**src/rtl/mem_copy_engine.sv**
```systemverilog
// rtl/mem_copy_engine.sv - block COPY/FILL engine driving a single-port data memory
module mem_copy_engine #(
    parameter int AW = 8,
    parameter int DW = 8
) (
    input  logic          clk,
    input  logic          reset,
    input  logic          start,
    input  logic          mode,
    input  logic [AW-1:0] src_addr,
    input  logic [AW-1:0] dst_addr,
    input  logic [AW-1:0] len,
    input  logic [DW-1:0] fill_val,
    output logic          busy,
    output logic          done,
    output logic [DW-1:0] checksum,
    output logic [AW-1:0] mem_addr,
    output logic          mem_wr_en,
    output logic [DW-1:0] mem_wdata,
    input  logic [DW-1:0] mem_rdata
);

    typedef enum logic [1:0] {IDLE, RD, WR, FIN} state_t;

    localparam logic [AW-1:0] ONE = AW'(1);

    state_t        state;
    logic          mode_r;
    logic [AW-1:0] src_r;
    logic [AW-1:0] dst_r;
    logic [AW-1:0] len_r;
    logic [DW-1:0] fill_r;
    logic [AW-1:0] idx;
    logic [DW-1:0] data_r;
    logic [AW-1:0] idx_next;

    assign idx_next = idx + ONE;

    always_ff @(posedge clk or posedge reset) begin
        if (reset) begin
            state    <= IDLE;
            mode_r   <= 1'b0;
            src_r    <= '0;
            dst_r    <= '0;
            len_r    <= '0;
            fill_r   <= '0;
            idx      <= '0;
            data_r   <= '0;
            checksum <= '0;
        end else begin
            case (state)
                IDLE: begin
                    if (start) begin
                        mode_r   <= mode;
                        src_r    <= src_addr;
                        dst_r    <= dst_addr;
                        len_r    <= len;
                        fill_r   <= fill_val;
                        idx      <= '0;
                        checksum <= '0;
                        if (len == '0)
                            state <= FIN;
                        else
                            state <= mode ? WR : RD;
                    end
                end
                RD: begin
                    data_r <= mem_rdata;
                    state  <= WR;
                end
                WR: begin
                    // mem_wdata is the byte committed at this edge
                    checksum <= checksum + mem_wdata;
                    idx      <= idx_next;
                    if (idx_next == len_r)
                        state <= FIN;
                    else
                        state <= mode_r ? WR : RD;
                end
                FIN: begin
                    state <= IDLE;
                end
                default: begin
                    state <= IDLE;
                end
            endcase
        end
    end

    // Memory port is a pure decode of state so reset removes mem_wr_en immediately
    always_comb begin
        mem_addr  = '0;
        mem_wr_en = 1'b0;
        mem_wdata = '0;
        case (state)
            RD: begin
                mem_addr = src_r + idx;
            end
            WR: begin
                mem_addr  = dst_r + idx;
                mem_wr_en = 1'b1;
                mem_wdata = mode_r ? fill_r : data_r;
            end
            default: begin
                mem_addr  = '0;
                mem_wr_en = 1'b0;
                mem_wdata = '0;
            end
        endcase
    end

    assign busy = (state == RD) || (state == WR);
    assign done = (state == FIN);

endmodule
```
**config.mk**
```make
export PLATFORM = sky130hd
export DESIGN_NAME = mem_copy_engine
export DESIGN_NICKNAME = d
export VERILOG_FILES = /design/src/rtl/mem_copy_engine.sv
export SDC_FILE = /design/constraint.sdc
export NUM_CORES = 1
export LEC_CHECK = 0
export ABC_AREA = 1
export CAP_MARGIN = 20
export CORE_MARGIN = 2
export CORE_UTILIZATION = 30
export DETAILED_ROUTE_END_ITERATION = 8
export PLACE_DENSITY_LB_ADDON = 0.15
export SYNTH_ARGS = -nofsm -noshare
export SYNTH_HDL_FRONTEND = slang
export SYNTH_SLANG_ARGS = --single-unit
```
**constraint.sdc**
```tcl
create_clock -name clk -period 5.3 [get_ports clk]
set_clock_uncertainty 0.05 [all_clocks]
set_input_delay 1.06 -clock clk [delete_from_list [all_inputs] [get_ports clk]]
set_output_delay 1.06 -clock clk [all_outputs]
set_load 0.05 [all_outputs]
```
==> out/metrics.yaml, run 1 <==
ant_nets: 0
drtPass1Iterations: 4
hold_viol: 0
vias_per_cell: 4.55
synth_area_um2: 3410
grt_antenna_before_repair: 0
powerDensity_nw_per_um2: 650
cp_max_fo: 25
grt_start_max_net_pins: 40
rows: 38
cts_buffer_depth: 2
gr-total-overflow: 0
layout_setup_ws_ns: 0.576
chipWidth_um: 111
final_common_cell: "nand2_1"
start_kind: "flop"
grt_pass1_wl_mm: 14.7
dp_hpwl_mm: 6.44
synth_area_per_cell_um2: 7.62
ioPinCount: 71
synthesis.nets: 512
yosysWarnings: 0
critPathRequiredTime_ns: 4.19
path_clk_slew_ns: 0.06
crit_arrival_ns: 3.61
drv_cap: 0
syn_inst: 447
ff2ff_setup_slack_ns: 2.51
grt_use_total_pct: 14.9
p_leak_nw: 2.23
path_delay_family: "adder cells"
fillCellCount: 1131
synth_seq_cells: 59
status: "completed"
nNetsFinal: 585
cts_made_buffers: 9
wl_per_cell_um: 13.2
crit_end: "mem_addr[6]"
multiInputGateArea_um2: 1670
seqCellArea_um2: 1480
hold_ws_ns: 0.424
cp-startpoint: "state[0]"
critPathBufInv: 3
start_util_pct: 31.0
slowest_delay_ns: 0.81
post-route-period-util_pct: 89.1
io_buffers: 70
die_h_um: 111
drv_slew: 0
relSlewSlack_pct: 43.0
synth_area_leaders: "dfrtp_1 (43%), nand2_1 (16%), o21ai_0 (8.2%), ha_1 (7.0%), inv_1 (6.4%)"
synth_top_area_share_pct: 43.3
path_class: "reg2out"
gp_congestion: 0.860
fin_setup_tns_ns: 0
tightest_slew_ns: 0.854
rsz0062_at_grt: "no"
num_antenna_cells: 0
r2r_start: "state[0]"
route.vias.total: 3019
dp_slack_ns: 0.695
final_cell_mix: "nand2_1 (143), clkdlybuf4s50_1 (70), dfrtp_1 (59)"
cts-root-buf: "clkbuf_16"
end_kind: "output pin"
synth_seq_area_share_pct: 43.3
first_iter_violations: 185
core_um2: 11000
slowest_stage: "clkdlybuf4s50_1"
fin_util_pct: 41.8
synth_top_cell_by_area: "dfrtp_1"
routed_wl_mm: 8.77
worst-r2r-cell-count: 14
cts_sinks: 59
setup_violations: 0
worstPathCellList: "inv_1, ha_2, nand2_1, o21ai_0, ha_1, inv_1, fa_1, nor2_1, o21ai_0, nand2_1, nand2_1, nand2_1, a21oi_1, xor2_1, nor2_1, clkdlybuf4s50_1"
ctsHoldBuffers: 0
r2r-end: "checksum[5]"
period_needed_ns: 4.72
worst_path_most_repeated_cell: "nand2_1"
cts_tree: "built"
cp.depth: 16
first_global_vias: 3026
area_growth_pct: 34.7
whs_path_depth: 2
ir_drop_mv: 0.258
drive_gt1_share_pct: 6.11
clk_latency_ns: 0.33
hold_path_class: "reg2reg"
timing.fmax_mhz: 212
htree_levels: 3
synth_cell_types: 28
drc: 0
dieArea_um2: 12200
worst min-delay path, stage by stage, from the launching register on:
cell	delay [ns]
dfrtp_1	0.34
nand2_1	0.05
nand2_1	0.05
what timing repair did:
| item | in CTS | in global routing |
|---|---|---|
| setup buffers | 0 | 0 |
| resized for setup | 0 | 1 |
| endpoints found under the setup margin | 0 | 1 |
registers in the layout (all words and copies together) (netlist names):
signal,count
state,2
idx,8
mode_r,1
dst_r,8
src_r,8
len_r,8
data_r,8
fill_r,8
checksum,8
Yosys cell counts:
| cell | n |
|---|---|
| nor2_4 | 1 |
| xor2_1 | 5 |
| nand3_2 | 1 |
| nor2_1 | 16 |
| a211oi_1 | 1 |
| a21oi_1 | 23 |
| nand2_2 | 2 |
| nand3b_1 | 1 |
| a22o_1 | 2 |
| inv_2 | 3 |
| fa_1 | 2 |
| o22ai_1 | 4 |
| nand3_1 | 21 |
| inv_1 | 58 |
| nand4_1 | 6 |
| nand2_1 | 143 |
| dfrtp_1 | 59 |
| clkbuf_1 | 10 |
| o21bai_1 | 1 |
| o21ai_0 | 56 |
| a21oi_2 | 1 |
| ha_1 | 19 |
| and2_1 | 1 |
| o31ai_1 | 1 |
| nor2_2 | 5 |
| xnor2_1 | 3 |
| xnor3_1 | 1 |
| o211ai_1 | 1 |
per-stage QoR:
step | cells | power [mW] | instance area, µm²
2_1_floorplan | 447 | 1.88 | 3410
3_3_place_gp | 649 | 2.35 | 4260
3_5_place_dp | 649 | 2.36 | 4260
4_1_cts | 664 | 3.01 | 4590
5_1_grt | 664 | 3.22 | 4590
6_report | 664 | 2.98 | 4590
how the worst min path moves through the flow:
stage                     startpoint   endpoint  slack, ns
final                      data_r[7]  data_r[7]       0.42
after global placement     data_r[7]  data_r[7]       0.42
after global routing       data_r[7]  data_r[7]       0.44
after detailed placement   data_r[7]  data_r[7]       0.41
after floorplan            data_r[7]  data_r[7]       0.39
after CTS                  data_r[7]  data_r[7]       0.43
area by class of cell:
cell class / instances / area share (%)
timing repair buffer: 72 / 15.6
clock buffer: 11 / 5.51
multi-input combinational: 317 / 36.3
clock inverter: 4 / 1.61
sequential: 59 / 32.2
inverter: 61 / 4.99
tap: 140 / 3.82
cells by family (layout without fill, tap and decap cells):
family                   Yosys count  after routing  synth area share [%]
buffers and inverters             71            148                  7.82
adder cells (fa/ha/maj)           21             21                  8.15
AND/OR/NAND/NOR                  197            197                  24.0
AO/OA/AOI/OAI                     90             90                  14.0
flip-flops                        59             59                  43.3
XOR/XNOR                           9              9                  2.72
power breakdown:
group	total (mW)	switching [mW]	internal, mW
Combinational	1.57	1.04	0.528
Clock	0.637	0.203	0.434
Sequential	0.778	0.133	0.645
per-layer routing:
layer / vias to the layer above / GRT usage (%) / part of all wire [%]
met5: - / 0 / 0
met4: 0 / 5.50 / 0.87
met3: 4 / 3.73 / 3.7
met2: 65 / 22.5 / 44
met1: 1359 / 20.6 / 51
li1: 1591 / - / -
Note: power is estimated with default switching activity, not from simulation.
==> inputs of run 2 (changes only) <==
==> constraint.sdc (replaced) <==
create_clock -name clk -period 4.2 [get_ports clk]
set_clock_uncertainty 0.05 [all_clocks]
set_input_delay 0.84 -clock clk [delete_from_list [all_inputs] [get_ports clk]]
set_output_delay 0.84 -clock clk [all_outputs]
set_load 0.05 [all_outputs]
==> run 2 against run 1 <==
  * Register-to-register slack got worse by 1.1 ns
  * Sequential share of layout area decreased by 0.079 points
  * Power increased by 27%
  * Critical path depth unchanged
  * Sequential power increased by 26%
  * Hold slack about the same
  * Final area increased by 0.25%
  * Clock power increased by 22%
  * Global-route usage increased by 0.15 points
  * Wire length decreased by 1.9%
  * Utilization increased by 0.10 points
  * Cell count increased by 0.30%
==> out/metrics.yaml, run 2 (synthesis results as in run 1) <==
status: "completed"  # unchanged
rows: 38  # unchanged
first_iter_violations: 165  # was 185
io_buffers: 70  # unchanged
cts_tree: "built"  # unchanged
clk_latency_ns: 0.33  # about the same
path_class: "reg2out"  # unchanged
worstPathCellList: "inv_1, ha_2, nand2_1, o21ai_0, ha_1, inv_1, fa_1, nor2_1, o21ai_0, nand2_1, nand2_1, nand2_1, a21oi_1, xor2_1, nor2_1, buf_12"  # was inv_1, ha_2, nand2_1, o21ai_0, ha_1, inv_1, fa_1, nor2_1, o21ai_0, nand2_1, nand2_1, nand2_1, a21oi_1, xor2_1, nor2_1, clkdlybuf4s50_1
tightest_slew_ns: 0.573  # was 0.854 ns
start_kind: "flop"  # unchanged
nNetsFinal: 586  # was 585
relSlewSlack_pct: 61.8  # was 43.0%
ant_nets: 0  # unchanged
gr-total-overflow: 0  # unchanged
routed_wl_mm: 8.61  # was 8.77 mm
grt_antenna_before_repair: 0  # unchanged
path_clk_slew_ns: 0.05  # was 0.06 ns
hold_path_class: "reg2reg"  # unchanged
area_growth_pct: 35.0  # was 34.7%
gp_congestion: 0.836  # was 0.860
drv_cap: 0  # unchanged
grt_use_total_pct: 15.0  # was 14.9%
setup_violations: 0  # unchanged
cts_buffer_depth: 2  # unchanged
wl_per_cell_um: 12.9  # was 13.2 µm
drive_gt1_share_pct: 7.41  # was 6.11%
cp.depth: 16  # unchanged
dp_hpwl_mm: 6.52  # was 6.44 mm
fin_setup_tns_ns: 0  # unchanged
drv_slew: 0  # unchanged
ioPinCount: 71  # unchanged
chipWidth_um: 111  # unchanged
cts_sinks: 59  # unchanged
slowest_delay_ns: 0.41  # was 0.81 ns
ctsHoldBuffers: 0  # unchanged
worst_path_most_repeated_cell: "nand2_1"  # unchanged
cts_made_buffers: 9  # unchanged
post-route-period-util_pct: 90.6
slowest_stage: "dfrtp_1"  # was clkdlybuf4s50_1
timing.fmax_mhz: 263
final_common_cell: "nand2_1"  # unchanged
num_antenna_cells: 0  # unchanged
end_kind: "output pin"  # unchanged
p_leak_nw: 2.24  # was 2.23 nW
fillCellCount: 1105  # was 1,131
ir_drop_mv: 0.340  # was 0.258 mV
die_h_um: 111  # unchanged
start_util_pct: 31.0  # unchanged
dieArea_um2: 12200  # unchanged
cp_max_fo: 15  # was 25
r2r-end: "checksum[5]"  # unchanged
totalPowerFinal_mw: 3.80  # was 2.98 mW
ff2ff_setup_slack_ns: 1.43  # was 2.51 ns
whs_path_depth: 2  # unchanged
r2r_start: "state[0]"  # unchanged
critPathRequiredTime_ns: 3.31  # was 4.19 ns
cts-root-buf: "clkbuf_16"  # unchanged
path_delay_family: "adder cells"  # unchanged
first_global_vias: 2991  # was 3,026
crit_arrival_ns: 2.92  # was 3.61 ns
final_cell_mix: "nand2_1 (143), clkdlybuf4s50_1 (63), dfrtp_1 (59)"  # was nand2_1 (143), clkdlybuf4s50_1 (70), dfrtp_1 (59)
htree_levels: 3  # unchanged
drc: 0  # unchanged
core_um2: 11000  # unchanged
worst-r2r-cell-count: 14  # unchanged
rsz0062_at_grt: "no"  # unchanged
grt_pass1_wl_mm: 14.9  # was 14.7 mm
crit_end: "mem_addr[6]"  # unchanged
drtPass1Iterations: 4  # unchanged
period_needed_ns: 3.81
vias_per_cell: 4.55  # about the same
route.vias.total: 3033  # was 3,019
critPathBufInv: 3  # unchanged
powerDensity_nw_per_um2: 826  # was 650 nW/µm²
cp-startpoint: "state[0]"  # unchanged
hold_viol: 0  # unchanged
grt_start_max_net_pins: 46  # was 40
fin_util_pct: 41.9  # was 41.8%
run 2: area by class of cell:
| cell class | count | area (µm²) | share of cell area [%] |
|---|---|---|---|
| inverters | 61 | 229 | 4.98 |
| clock buffers | 11 | 233 | 5.06 |
| well taps | 140 | 175 | 3.81 |
| repair buffers | 73 | 743 | 16.2 |
| clock inverters | 5 | 77.6 | 1.69 |
| multi-input cells | 317 | 1670 | 36.2 |
| flip-flops and latches | 59 | 1480 | 32.1 |
run 2: per-stage QoR:
stage                     setup WS [ns]  instance area, µm²  cells  hold WS, ns
after floorplan                  0.0610                3410    447        0.387
after global placement            0.716                4290    650        0.413
after detailed placement          0.637                4290    650        0.412
after CTS                         0.267                4600    666        0.427
after global routing             0.0489                4600    666        0.457
final                             0.393                4600    666        0.425
run 2: worst min path at each step:
stage          slack [ns]  startpoint         to
3_5_place_dp         0.41   fill_r[5]  fill_r[5]
3_3_place_gp         0.41   fill_r[3]  fill_r[3]
6_report             0.42   fill_r[5]  fill_r[5]
4_1_cts              0.43   fill_r[5]  fill_r[5]
5_1_grt              0.46   fill_r[4]  fill_r[4]
2_1_floorplan        0.39   data_r[7]  data_r[7]
run 2: metal layers:
metal  wire length, µm  vias to the layer above  GRT usage (%)
li1                  -                     1587              -
met1              4420                     1359           22.1
met2              3630                       75           21.1
met3               390                       12           3.68
met4               166                        0           6.00
met5                 0                        -              0
run 2: worst reg2reg max path, cell delays in order (launching register included):
cell     delay [ns]
dfrtp_1        0.41
inv_1          0.10
ha_2           0.32
buf_4          0.22
o21ai_0        0.10
a21oi_1        0.41
ha_1           0.33
nand3_1        0.08
nand2_1        0.08
nand2_1        0.07
inv_1          0.05
o21ai_0        0.13
nand2_1        0.09
o21ai_0        0.16
nand2_1        0.07
run 2: repair_timing:
action	in CTS	in global routing
buffers inserted	0	0
resized for setup	0	1
setup endpoints to repair	0	1
run 2: report_power, final:
part | internal (mW) | switching, mW | leakage, nW
logic | 0.710 | 1.33 | 1.34
clock network | 0.517 | 0.263 | 0.150
registers | 0.814 | 0.166 | 0.750
==> inputs of run 3 (changes only) <==
--- a/config.mk
+++ b/config.mk
@@ -10,6 +10,7 @@
 export CORE_MARGIN = 2
 export CORE_UTILIZATION = 30
 export DETAILED_ROUTE_END_ITERATION = 8
+export DONT_BUFFER_PORTS = 1
 export PLACE_DENSITY_LB_ADDON = 0.15
 export SYNTH_ARGS = -nofsm -noshare
 export SYNTH_HDL_FRONTEND = slang
==> run 3 against run 2 <==
  * Sequential share of layout area up 4.9 points
  * Register-to-register slack worse by 0.17 ns
  * Count of clock-buffer cells in the layout up 1
  * Sequential cell count unchanged
  * Largest power group unchanged
  * Highest routed layer unchanged
==> out/metrics.yaml, run 3 (synthesis results as in run 1) <==
status: "completed"  # unchanged
grt_pass1_wl_mm: 14.4  # was 14.9 mm
routed_wl_mm: 8.65  # was 8.61 mm
chipWidth_um: 111  # unchanged
ioPinCount: 71  # unchanged
powerDensity_nw_per_um2: 892  # was 826 nW/µm²
post-route-period-util_pct: 89.3  # was 90.6%
drv_cap: 0  # unchanged
period_needed_ns: 3.75  # was 3.81 ns
io_buffers: 0  # was 70
totalPowerFinal_mw: 3.56  # was 3.80 mW
hold_path_class: "reg2reg"  # unchanged
cts-root-buf: "clkbuf_16"  # unchanged
setup_violations: 0  # unchanged
hold_viol: 0  # unchanged
path_clk_slew_ns: 0.05  # about the same
path_delay_family: "adder cells"  # unchanged
grt_antenna_before_repair: 0  # unchanged
gp_congestion: 0.784  # was 0.836
drive_gt1_share_pct: 10.2  # was 7.41%
first_global_vias: 2843  # was 2,991
final_cell_mix: "nand2_1 (143), dfrtp_1 (59), inv_1 (57)"  # was nand2_1 (143), clkdlybuf4s50_1 (63), dfrtp_1 (59)
timing.fmax_mhz: 267  # was 263 MHz
num_antenna_cells: 0  # unchanged
fillCellCount: 1160  # was 1,105
rows: 38  # unchanged
area_growth_pct: 17.0  # was 35.0%
drtPass1Iterations: 4  # unchanged
fin_setup_tns_ns: 0  # unchanged
ir_drop_mv: 0.416  # was 0.340 mV
cts_sinks: 59  # unchanged
die_h_um: 111  # unchanged
clk_latency_ns: 0.33  # about the same
post-cts-setup-buffers: 0  # unchanged
cts_tree: "built"  # unchanged
first_iter_violations: 112  # was 165
slowest_delay_ns: 0.41  # about the same
start_util_pct: 31.0  # unchanged
start_kind: "flop"  # unchanged
fin_util_pct: 36.3  # was 41.9%
cts_buffer_depth: 2  # unchanged
htree_levels: 3  # unchanged
end_kind: "output pin"  # unchanged
grt_use_total_pct: 14.9  # was 15.0%
gr-total-overflow: 0  # unchanged
drv_slew: 0  # unchanged
drc: 0  # unchanged
crit_arrival_ns: 2.86  # was 2.92 ns
dieArea_um2: 12200  # unchanged
slowest_stage: "dfrtp_1"  # unchanged
worst_path_most_repeated_cell: "nand2_1"  # unchanged
fin_cells: 611  # was 666
critPathBufInv: 3  # unchanged
grt_start_max_net_pins: 41  # was 46
tightest_slew_ns: 0.888  # was 0.573 ns
ant_nets: 0  # unchanged
cts_made_buffers: 9  # unchanged
path_class: "reg2out"  # unchanged
cp_max_fo: 15  # unchanged
worstPathCellList: "inv_1, ha_2, nand2_1, o21ai_0, ha_1, inv_1, fa_1, nor2_1, o21ai_0, nand2_1, nand2_1, nand2_1, a21oi_1, xor2_1, nor2_1, buf_4"  # was inv_1, ha_2, nand2_1, o21ai_0, ha_1, inv_1, fa_1, nor2_1, o21ai_0, nand2_1, nand2_1, nand2_1, a21oi_1, xor2_1, nor2_1, buf_12
route.vias.total: 2859  # was 3,033
place_inst: 595  # was 650
critPathRequiredTime_ns: 3.31  # about the same
p_leak_nw: 2.04  # was 2.24 nW
nNetsFinal: 531  # was 586
core_um2: 11000  # unchanged
final_common_cell: "nand2_1"  # unchanged
vias_per_cell: 4.68  # was 4.55
relSlewSlack_pct: 40.7  # was 61.8%
wl_per_cell_um: 14.1  # was 12.9 µm
rsz0062_at_grt: "no"  # unchanged
dp_hpwl_mm: 6.50  # was 6.52 mm
-- run 3: cell types whose count changed in the layout (fill, tap and decap cells not counted), sizes merged --
cell and change:
clkbuf +1, clkinv +1, bufinv -1, clkinvlp -1, buf +8, clkdlybuf4s50 -63
-- run 3: repair_timing --
| action | in CTS | in global routing |
|---|---|---|
| resized for setup | 0 | 1 |
| hold endpoints to repair | 0 | 0 |
| endpoints found under the setup margin | 0 | 1 |
| hold buffers | 0 | 0 |
-- run 3: path summary, 6_finish.rpt --
path	from	to	slack (ns)	cells past startpoint
worst max-delay path	state[0]	mem_addr[6]	0.45	16
min in group asynchronous	reset	checksum[6]	0.53	1
worst min register to register	data_r[7]	data_r[7]	0.42	2
worst min-delay path	data_r[7]	data_r[7]	0.42	2
max in group asynchronous	reset	checksum[0]	2.76	2
worst max register to register	state[0]	checksum[5]	1.26	15
-- run 3: final cells by class --
type                            count  area, µm²  area share, %
Clock buffer                       12        256           6.43
Clock inverter                      4       48.8           1.22
Inverter                           61        229           5.74
Multi-Input combinational cell    317       1670           41.8
Sequential cell                    59       1480           37.0
Tap cell                          140        175           4.39
Timing Repair Buffer               18        135           3.39
-- run 3: where the power goes --
group	internal [mW]	switching (mW)	total, mW
Clock	0.490	0.260	0.749
Combinational	0.529	1.20	1.73
Sequential	0.813	0.264	1.08
-- run 3: per-layer routing --
layer,GRT usage (%),part of all wire [%],up-vias
met5,0,0,-
met3,4.67,4.6,9
met2,22.4,43,53
li1,-,-,1477
met4,6.25,1.6,0
met1,19.9,50,1320
-- run 3: worst reg2reg max path: cells and delay by family, from the launching register on --
kind,cells,cell delay (ns)
compound gates,5,0.94
fa+ha+maj,2,0.65
buf+inv,3,0.45
flops,1,0.41
simple gates,5,0.39
-- run 3: through the flow --
stage               cell area, µm²  hold slack (ns)  setup slack (ns)
floorplan                     3410            0.387            0.0610
global placement              3680            0.407             0.764
detailed placement            3680            0.408             0.691
CTS                           3990            0.426             0.320
global route                  3990            0.464             0.119
finish                        3990            0.422             0.450
